**src/rtl/prog_loader.sv**
```systemverilog
`default_nettype none
// ============================================================================
// Module      : prog_loader
// Description : Byte-stream program-memory loader for the PIC16C55 core.
//               Accepts a framed image (SYNC, CNT_HI, CNT_LO, N x {LO,HI},
//               CSUM) over a valid/ready byte interface, writes 12-bit
//               instruction words into program memory and holds the core
//               in reset until the frame checksum verifies.
//               Optional inactivity timeout: define LOADER_TIMEOUT_EN.
// Revision    : 1.0 - initial release
// ============================================================================
module prog_loader #(
  parameter int         INST_WIDTH     = 12,
  parameter int         ADDR_WIDTH     = 9,
  parameter int         DEPTH          = 512,
  parameter logic [7:0] SYNC_BYTE      = 8'hA5,
  parameter int         RELEASE_DLY    = 4,
  parameter int         HOLD_AT_RESET  = 1,
  parameter int         TIMEOUT_CYCLES = 1024
) (
  input  logic                  clk,
  input  logic                  rst,
  input  logic                  rx_valid,
  input  logic [7:0]            rx_data,
  output logic                  rx_ready,
  output logic                  mem_we,
  output logic [ADDR_WIDTH-1:0] mem_addr,
  output logic [INST_WIDTH-1:0] mem_wdata,
  output logic                  core_rst_n,
  output logic                  busy,
  output logic                  done,
  output logic                  error,
  output logic [1:0]            err_code
);

  // States CNT_HI..CSUM are contiguous so the timeout window is a range test.
  typedef enum logic [3:0] {
    S_IDLE    = 4'd0,
    S_CNT_HI  = 4'd1,
    S_CNT_LO  = 4'd2,
    S_W_LO    = 4'd3,
    S_W_HI    = 4'd4,
    S_WRITE   = 4'd5,
    S_CSUM    = 4'd6,
    S_RELEASE = 4'd7,
    S_DONE    = 4'd8,
    S_ERR     = 4'd9
  } state_t;

  localparam int   c_dlyWidth     = (RELEASE_DLY > 1) ? $clog2(RELEASE_DLY) : 1;
  localparam logic c_coreRstInit  = (HOLD_AT_RESET == 0) ? 1'b1 : 1'b0;
  localparam logic [1:0] c_errNone  = 2'd0;
  localparam logic [1:0] c_errCount = 2'd1;
  localparam logic [1:0] c_errCsum  = 2'd2;

  state_t                r_state,    w_nextState;
  logic [7:0]            r_sum,      w_nextSum;
  logic [ADDR_WIDTH-1:0] r_addr,     w_nextAddr;
  logic [15:0]           r_remain,   w_nextRemain;
  logic [7:0]            r_cntHi,    w_nextCntHi;
  logic [7:0]            r_lo,       w_nextLo;
  logic [INST_WIDTH-1:0] r_wdata,    w_nextWdata;
  logic [c_dlyWidth-1:0] r_dly,      w_nextDly;
  logic                  r_coreRstN, w_nextCoreRstN;
  logic                  r_busy,     w_nextBusy;
  logic                  r_done,     w_nextDone;
  logic                  r_error,    w_nextError;
  logic [1:0]            r_errCode,  w_nextErrCode;

  logic                  w_accept;
  logic [15:0]           w_count;
  logic [7:0]            w_sumAdd;

`ifdef LOADER_TIMEOUT_EN
  localparam int         c_idleWidth = (TIMEOUT_CYCLES > 1) ? $clog2(TIMEOUT_CYCLES) : 1;
  localparam logic [1:0] c_errTime   = 2'd3;
  logic [c_idleWidth-1:0] r_idle, w_nextIdle;
`endif

  // Bytes are refused only while a word is being written or the core release is pending.
  assign rx_ready   = (r_state != S_WRITE) && (r_state != S_RELEASE);
  assign w_accept   = rx_valid && rx_ready;
  assign w_count    = {r_cntHi, rx_data};
  assign w_sumAdd   = r_sum + rx_data;

  assign mem_we     = (r_state == S_WRITE);
  assign mem_addr   = r_addr;
  assign mem_wdata  = r_wdata;
  assign core_rst_n = r_coreRstN;
  assign busy       = r_busy;
  assign done       = r_done;
  assign error      = r_error;
  assign err_code   = r_errCode;

  // State and datapath registers; rst returns everything to idle at once.
  always_ff @(posedge clk or posedge rst) begin
    if (rst) begin
      r_state    <= S_IDLE;
      r_sum      <= '0;
      r_addr     <= '0;
      r_remain   <= '0;
      r_cntHi    <= '0;
      r_lo       <= '0;
      r_wdata    <= '0;
      r_dly      <= '0;
      r_coreRstN <= c_coreRstInit;
      r_busy     <= 1'b0;
      r_done     <= 1'b0;
      r_error    <= 1'b0;
      r_errCode  <= c_errNone;
    end else begin
      r_state    <= w_nextState;
      r_sum      <= w_nextSum;
      r_addr     <= w_nextAddr;
      r_remain   <= w_nextRemain;
      r_cntHi    <= w_nextCntHi;
      r_lo       <= w_nextLo;
      r_wdata    <= w_nextWdata;
      r_dly      <= w_nextDly;
      r_coreRstN <= w_nextCoreRstN;
      r_busy     <= w_nextBusy;
      r_done     <= w_nextDone;
      r_error    <= w_nextError;
      r_errCode  <= w_nextErrCode;
    end
  end

`ifdef LOADER_TIMEOUT_EN
  // Inactivity counter register.
  always_ff @(posedge clk or posedge rst) begin
    if (rst) begin
      r_idle <= '0;
    end else begin
      r_idle <= w_nextIdle;
    end
  end
`endif

  // Next-state and datapath updates for the frame parser.
  always_comb begin
    w_nextState    = r_state;
    w_nextSum      = r_sum;
    w_nextAddr     = r_addr;
    w_nextRemain   = r_remain;
    w_nextCntHi    = r_cntHi;
    w_nextLo       = r_lo;
    w_nextWdata    = r_wdata;
    w_nextDly      = r_dly;
    w_nextCoreRstN = r_coreRstN;
    w_nextBusy     = r_busy;
    w_nextDone     = r_done;
    w_nextError    = r_error;
    w_nextErrCode  = r_errCode;
`ifdef LOADER_TIMEOUT_EN
    w_nextIdle     = '0;
`endif

    case (r_state)
      S_IDLE, S_DONE, S_ERR: begin
        // Only the sync marker starts a frame; anything else is dropped.
        if (w_accept && (rx_data == SYNC_BYTE)) begin
          w_nextState    = S_CNT_HI;
          w_nextSum      = '0;
          w_nextAddr     = '0;
          w_nextDly      = '0;
          w_nextBusy     = 1'b1;
          w_nextDone     = 1'b0;
          w_nextError    = 1'b0;
          w_nextErrCode  = c_errNone;
          w_nextCoreRstN = 1'b0;
        end
      end
      S_CNT_HI: begin
        if (w_accept) begin
          w_nextCntHi = rx_data;
          w_nextSum   = w_sumAdd;
          w_nextState = S_CNT_LO;
        end
      end
      S_CNT_LO: begin
        if (w_accept) begin
          w_nextSum = w_sumAdd;
          // Rejecting oversize counts here keeps mem_addr inside DEPTH.
          if ((w_count == 16'd0) || (w_count > 16'(DEPTH))) begin
            w_nextState   = S_ERR;
            w_nextBusy    = 1'b0;
            w_nextError   = 1'b1;
            w_nextErrCode = c_errCount;
          end else begin
            w_nextRemain = w_count;
            w_nextState  = S_W_LO;
          end
        end
      end
      S_W_LO: begin
        if (w_accept) begin
          w_nextLo    = rx_data;
          w_nextSum   = w_sumAdd;
          w_nextState = S_W_HI;
        end
      end
      S_W_HI: begin
        if (w_accept) begin
          // Upper nibble of the HI byte is not part of the instruction word.
          w_nextWdata = {rx_data[INST_WIDTH-9:0], r_lo};
          w_nextSum   = w_sumAdd;
          w_nextState = S_WRITE;
        end
      end
      S_WRITE: begin
        w_nextAddr   = r_addr + ADDR_WIDTH'(1);
        w_nextRemain = r_remain - 16'd1;
        w_nextState  = (r_remain == 16'd1) ? S_CSUM : S_W_LO;
      end
      S_CSUM: begin
        if (w_accept) begin
          w_nextSum = w_sumAdd;
          if (w_sumAdd == 8'd0) begin
            w_nextState = S_RELEASE;
            w_nextDly   = '0;
          end else begin
            w_nextState   = S_ERR;
            w_nextBusy    = 1'b0;
            w_nextError   = 1'b1;
            w_nextErrCode = c_errCsum;
          end
        end
      end
      S_RELEASE: begin
        if (r_dly == c_dlyWidth'(RELEASE_DLY - 1)) begin
          w_nextState    = S_DONE;
          w_nextCoreRstN = 1'b1;
          w_nextDone     = 1'b1;
          w_nextBusy     = 1'b0;
        end else begin
          w_nextDly = r_dly + c_dlyWidth'(1);
        end
      end
      default: begin
        w_nextState = S_IDLE;
      end
    endcase

`ifdef LOADER_TIMEOUT_EN
    // A stalled frame aborts once the line has been quiet too long.
    if ((r_state >= S_CNT_HI) && (r_state <= S_CSUM)) begin
      if (w_accept) begin
        w_nextIdle = '0;
      end else if (r_idle == c_idleWidth'(TIMEOUT_CYCLES - 1)) begin
        w_nextIdle     = '0;
        w_nextState    = S_ERR;
        w_nextBusy     = 1'b0;
        w_nextError    = 1'b1;
        w_nextErrCode  = c_errTime;
        w_nextCoreRstN = 1'b0;
      end else begin
        w_nextIdle = r_idle + c_idleWidth'(1);
      end
    end
`endif
  end

endmodule
`default_nettype wire

```
**config.mk**
```make
export PLATFORM = sky130hd
export DESIGN_NAME = prog_loader
export DESIGN_NICKNAME = d
export VERILOG_FILES = /design/src/rtl/prog_loader.sv
export SDC_FILE = /design/constraint.sdc
export NUM_CORES = 1
export LEC_CHECK = 0
export CAP_MARGIN = 20
export CELL_PAD_IN_SITES_DETAIL_PLACEMENT = 1
export CELL_PAD_IN_SITES_GLOBAL_PLACEMENT = 1
export CORE_MARGIN = 1.5
export CORE_UTILIZATION = 40
export CTS_CLUSTER_DIAMETER = 150
export DETAILED_ROUTE_END_ITERATION = 16
export DONT_BUFFER_PORTS = 1
export HOLD_SLACK_MARGIN = 0.02
export MAX_ROUTING_LAYER = met4
export PLACE_DENSITY_LB_ADDON = 0.1
export SYNTH_ARGS = -nofsm -noshare
export SYNTH_HDL_FRONTEND = slang
export SYNTH_SLANG_ARGS = --single-unit
```
**constraint.sdc**
```tcl
create_clock -name clk -period 3.3 [get_ports clk]
set_input_delay 0.495 -clock clk [delete_from_list [all_inputs] [get_ports clk]]
set_output_delay 0.495 -clock clk [all_outputs]
set_load 0.02 [all_outputs]
```
# Word level (Yosys, flattened, before mapping)

Index checks and enable logic that the tools add are counted.

Output and inout bits: 29
Bits in registers: 72
Input port bits: 11

Eq/ne operators: 27
$lt $le $gt $ge: 1
Muxes and demuxes: 44
Reduce and logical (&&, ||, !) cells: 27
Add/subtract/negate cells: 4

Operator list:

| cell                                                                              | count |
|---|---|
| 4-bit two-way mux                                                                 | 9 |
| 16-bit two-way mux                                                                | 2 |
| 16-bit case mux with 2 select lines                                               | 1 |
| 4-bit case mux with 8 select lines                                                | 1 |
| 2-bit inequality test, second input constant                                      | 12 |
| 9-bit case mux with 2 select lines                                                | 1 |
| 16-bit by 1-bit equality test with 1-bit output, second input constant            | 1 |
| 4-bit by 3-bit equality test with 1-bit output, second input constant             | 4 |
| 16-bit by 10-bit greater-than comparator with 1-bit output, second input constant | 1 |
| 16-bit zero test                                                                  | 1 |
| 2-bit two-way mux                                                                 | 8 |
| 8-bit two-way mux                                                                 | 2 |
| 8-bit case mux with 2 select lines                                                | 1 |
| 16-bit by 1-bit subtractor with 16-bit output, second input constant              | 1 |
| 7-bit AND reduction                                                               | 2 |
| 1-bit two-way mux                                                                 | 12 |
| 2-bit case mux with 3 select lines                                                | 2 |
| 9-bit by 1-bit adder with 9-bit output, second input constant                     | 1 |
| 9-bit two-way mux                                                                 | 1 |
| 3-bit AND reduction                                                               | 3 |
| 8-bit adder                                                                       | 1 |
| 4-bit by 2-bit equality test with 1-bit output, second input constant             | 2 |
| 4-bit equality test, second input constant                                        | 2 |
| 8-bit equality test, second input constant                                        | 1 |
| other kinds (21)                                                                  | 31 |

# Logic depth before layout (Yosys ltp)

Depth in word-level cells: 6
Mapped depth: 8
Gate-level depth less buffers: 8

# Worst setup path after synthesis

Ideal clock, no wire load.

Path kind: input-to-reg
From: in rx_data[0]
To: reg r_busy, in the netlist busy
Data arrival time: 2789 ps
Path buffers: 0
Stages on the path: 8
Path slack: 383 ps
Setup time: 128 ps
Path through: ha_1 > fa_1 > a211oi_1 > o21ba_2 > o21ai_0 > or4b_4 > o311ai_2 > mux2_1

Cells in the longest elaborated chain, start to end: 4
Elaborated cells on any way between the ends: 11
Those cells by class: 1 x add/sub; 1 x order compare; 4 x eq/ne; 5 x reduce/logical

Ends and longest elaborated chain:

| item                                    | RTL line | text |
|---|---|---|
| start: declaration                      | 24       | `input logic [7:0] rx_data,` |
| 8-bit adder (tied with other cells)     | 84       | `assign w_sumAdd = r_sum + rx_data;` |
| 8-bit zero test (tied with other cells) | 218      | `if (w_sumAdd == 8'd0) begin` |
| 2-bit inequality test (no source line)  | n/a      |  |
| 7-bit AND reduction (no source line) *  | n/a      |  |
| end signal: assignment                  | 121      | `r_busy <= w_nextBusy;` |
| end: declaration                        | 65       | `logic r_busy, w_nextBusy;` |

Every way passes the cells marked *; elsewhere a longest branch is shown, timed or not.
A chain may end at the register's enable or synchronous reset.

# Final worst setup path

From: reg r_sum[0]
To: reg r_busy, in the netlist busy

Cells in the longest elaborated chain, start to end: 4

Ends and longest elaborated chain:

| item                                   | RTL line | text |
|---|---|---|
| start: declaration                     | 57       | `logic [7:0] r_sum, w_nextSum;` |
| start signal: assignment               | 113      | `r_sum <= w_nextSum;` |
| 8-bit adder                            | 84       |  |
| 8-bit zero test                        | 218      |  |
| 2-bit inequality test (no source line) | n/a      |  |
| 7-bit AND reduction (no source line)   | n/a      |  |

Every way passes these cells.

==> results.toml <==
[clock_network]
cts-buffers-inserted = 9
htreeDepth = 3
clk_pin_slew_worst_paths_ps = 80
ctsHoldBuffers = 0
cts_root_buffer = "clkbuf_8"
clock-sinks = 72
post_cts_buffers = 0
cts_tree = "built"
clk_path_buf_depth = 2
ctsResizeCount = 0
clk_latency_ps = 350

[critical_path]
critPathRequiredTime_ps = 3530
crit_path_end_kind = "register"
arrival_ps = 3250
start_kind = "register"
startpoint = "r_sum[0]"
ff2ff_setup_slack_ps = 290
crit_path_max_fanout = 5
r2r_cells = 8
timing_worst_setup_path_type = "reg2reg"
reg2reg_to = "busy"
r2r-start = "r_sum[0]"

[synthesis]
synthSimpleGateAreaFrac = 0.1987
synth_nets = 404
synth_cells = 381
async_flop_share = 1.000
synth_warnings = 0
synth_mux_area_frac = 0.08804
synth_top_family_by_area = "simple AND/OR/NAND/NOR gates"
synth_fa_ha_area_frac = 0.04019
synthesis.area_sq_um = 3923
synth-seq-area-share = 0.4593
synth_compound_area_frac = 0.1678
syn_avg_cell_area_sq_um = 10.30
synth_cell_types = 69
ys.flop_type = "dfrtp_1"
synth_edf_count = 0
ys_seq_elements = 72
synthXorXnorAreaFrac = 0.01786

[sta]
relSlewSlack = 0.4941
finalCriticalPeriod_ps = 3012
worstMarginPinSlew_ps = 755.6
maxClockFrequency_ghz = 0.3320
report.final.hold_viol_count = 0
setup_viol = 0
fin_skew_ps = 9.961
finalCritPeriodShare = 0.9128
setup-tns-final_ps = 0
rsz0062_at_grt = "false"
maxSlewViolCount = 0

[die]
fp.coreArea_sq_um = 9371
die_x_um = 102.0
start_util = 0.4186
die_area_sq_um = 10410
row_count = 35
ios = 40
die_h_um = 102.0

[cells_and_area]
layout.nets = 409
drive_gt1_frac = 0.1893
layout.cell_area.non_filler_sq_um = 4278
utilization = 0.4565
final_common_cell = "dfrtp_1"
layout_common_cells = "dfrtp_1 (72), nor2_1 (38), o21ai_0 (29)"
areaGrowthSynthToFinish_pct = 9.059
diodes = 0

[pwr]
ir_drop_mv = 0.4050
power_density_nw_per_um2 = 982.7
p_leak_nw = 1.773

[job]
max-cap-violations = 0

[route]
viasPerCell = 5.733
wl_per_cell_um = 18.60
vias = 2981
drcViolationCount = 0
ant_nets = 0
routed_wl_um = 9673
dr.first_iter.drc_count = 72
first_pass_iters = 4

[placed_design]
place_congestion = 0.7720
post_dp_cell_area_sq_um = 4075
hpwlAfterDp_um = 7033
place.port_buffers = 0

[global_routing]
grt_pass1_vias = 3202
grtUsageTotal = 0.2110
grt_antenna_before_repair = 0
grt_pass1_wl_um = 16140
grt_max_degree = 27
overflow = 0

[outcome]
status = "finished clean"

[min_path]
hold_class = "in2async"
==> sequential cells by signal, summed over array words and instances, names as in the netlist <==
name,count
err_code,2
r_sum,8
done,1
r_cntHi,8
mem_wdata,12
r_remain,16
r_state,4
error,1
busy,1
r_lo,8
r_dly,2
mem_addr,9
==> metrics by stage <==
step | cells | worst slack, ps | total power [mW] | hold slack [ps]
2_1_floorplan | 381 | 383.1 | 3.080 | 440.2
3_3_place_gp | 504 | 221.7 | 3.429 | 444.4
3_5_place_dp | 504 | 177.5 | 3.493 | 448.3
4_1_cts | 520 | 293.5 | 4.244 | 52.36
5_1_grt | 520 | 138.7 | 4.557 | 75.29
6_report | 520 | 287.9 | 4.204 | 49.64
==> Yosys cell counts, drive strengths merged, types with 3 or more instances <==
| cell | number | area (sq um) |
|---|---|---|
| nor4 | 4 | 25.02 |
| buf | 4 | 27.52 |
| inv | 13 | 48.80 |
| or4 | 6 | 52.55 |
| nor2b | 4 | 25.02 |
| o211ai | 3 | 22.52 |
| nand2b | 6 | 37.54 |
| nor2 | 39 | 153.9 |
| a21oi | 14 | 70.07 |
| and3 | 4 | 26.28 |
| o31ai | 4 | 43.79 |
| o21ai | 31 | 155.1 |
| a21o | 4 | 31.28 |
| xor2 | 3 | 26.28 |
| dfrtp | 72 | 1802 |
| nand3 | 12 | 65.06 |
| nor3b | 5 | 48.80 |
| nor3 | 15 | 75.07 |
| a221oi | 4 | 47.55 |
| a22oi | 3 | 22.52 |
| a211oi | 5 | 42.54 |
| a31oi | 3 | 18.77 |
| nand2 | 22 | 82.58 |
| a22o | 9 | 78.83 |
| nand4 | 6 | 37.54 |
| or3 | 4 | 30.03 |
| clkbuf | 9 | 33.78 |
| mux2 | 28 | 315.3 |
| xnor2 | 5 | 43.79 |
| mux2i | 3 | 30.03 |
| ha | 11 | 137.6 |
==> cell families (layout without fill, tap and decap cells) <==
logic type      count (synthesis)  after routing
simple gates                  139            139
fa+ha+maj                      12             12
xor+xnor                        8              8
compound gates                 93             93
mux                            31             31
flops                          72             72
buf+inv                        26             36
==> worst max path at each step <==
stage / slack [ps] / endpoint
after global placement: 220 / busy
after detailed placement: 180 / busy
after global routing: 140 / busy
final: 290 / busy
after floorplan: 380 / busy
after CTS: 290 / busy
==> area by class of cell <==
type | instances | area, sq um
Fill cell | 1071 | 5094
Clock inverter | 7 | 78.83
Tap cell | 129 | 161.4
Timing Repair Buffer | 7 | 52.55
Sequential cell | 72 | 1802
Clock buffer | 9 | 123.9
Inverter | 13 | 48.80
Multi-Input combinational cell | 283 | 2011
==> where the power goes <==
| group | internal, mW | leakage, nW | switching, mW |
|---|---|---|---|
| Sequential | 1.30 | 0.868 | 0.605 |
| Combinational | 0.737 | 0.801 | 0.830 |
| Clock | 0.357 | 0.104 | 0.371 |
| Total | 2.40 | 1.77 | 1.81 |
==> layer usage <==
| metal | up-vias | GRT usage | part of all wire |
|---|---|---|---|
| met5 | - | - | 0 |
| met4 | 0 | 0.05374 | 0.0063 |
| met3 | 5 | 0.06566 | 0.050 |
| met2 | 49 | 0.3225 | 0.46 |
| met1 | 1502 | 0.2733 | 0.48 |
| li1 | 1425 | - | - |
==> worst max-delay path, cell delays in order, from the launching register on <==
cell and delay, ps:
dfrtp_1 390, ha_1 220, fa_1 410, a211oi_1 350
o21ba_2 210, o21ai_0 80, or4b_4 540, o311ai_2 330
mux2_1 360
Power figures use the tool's default switching activity.
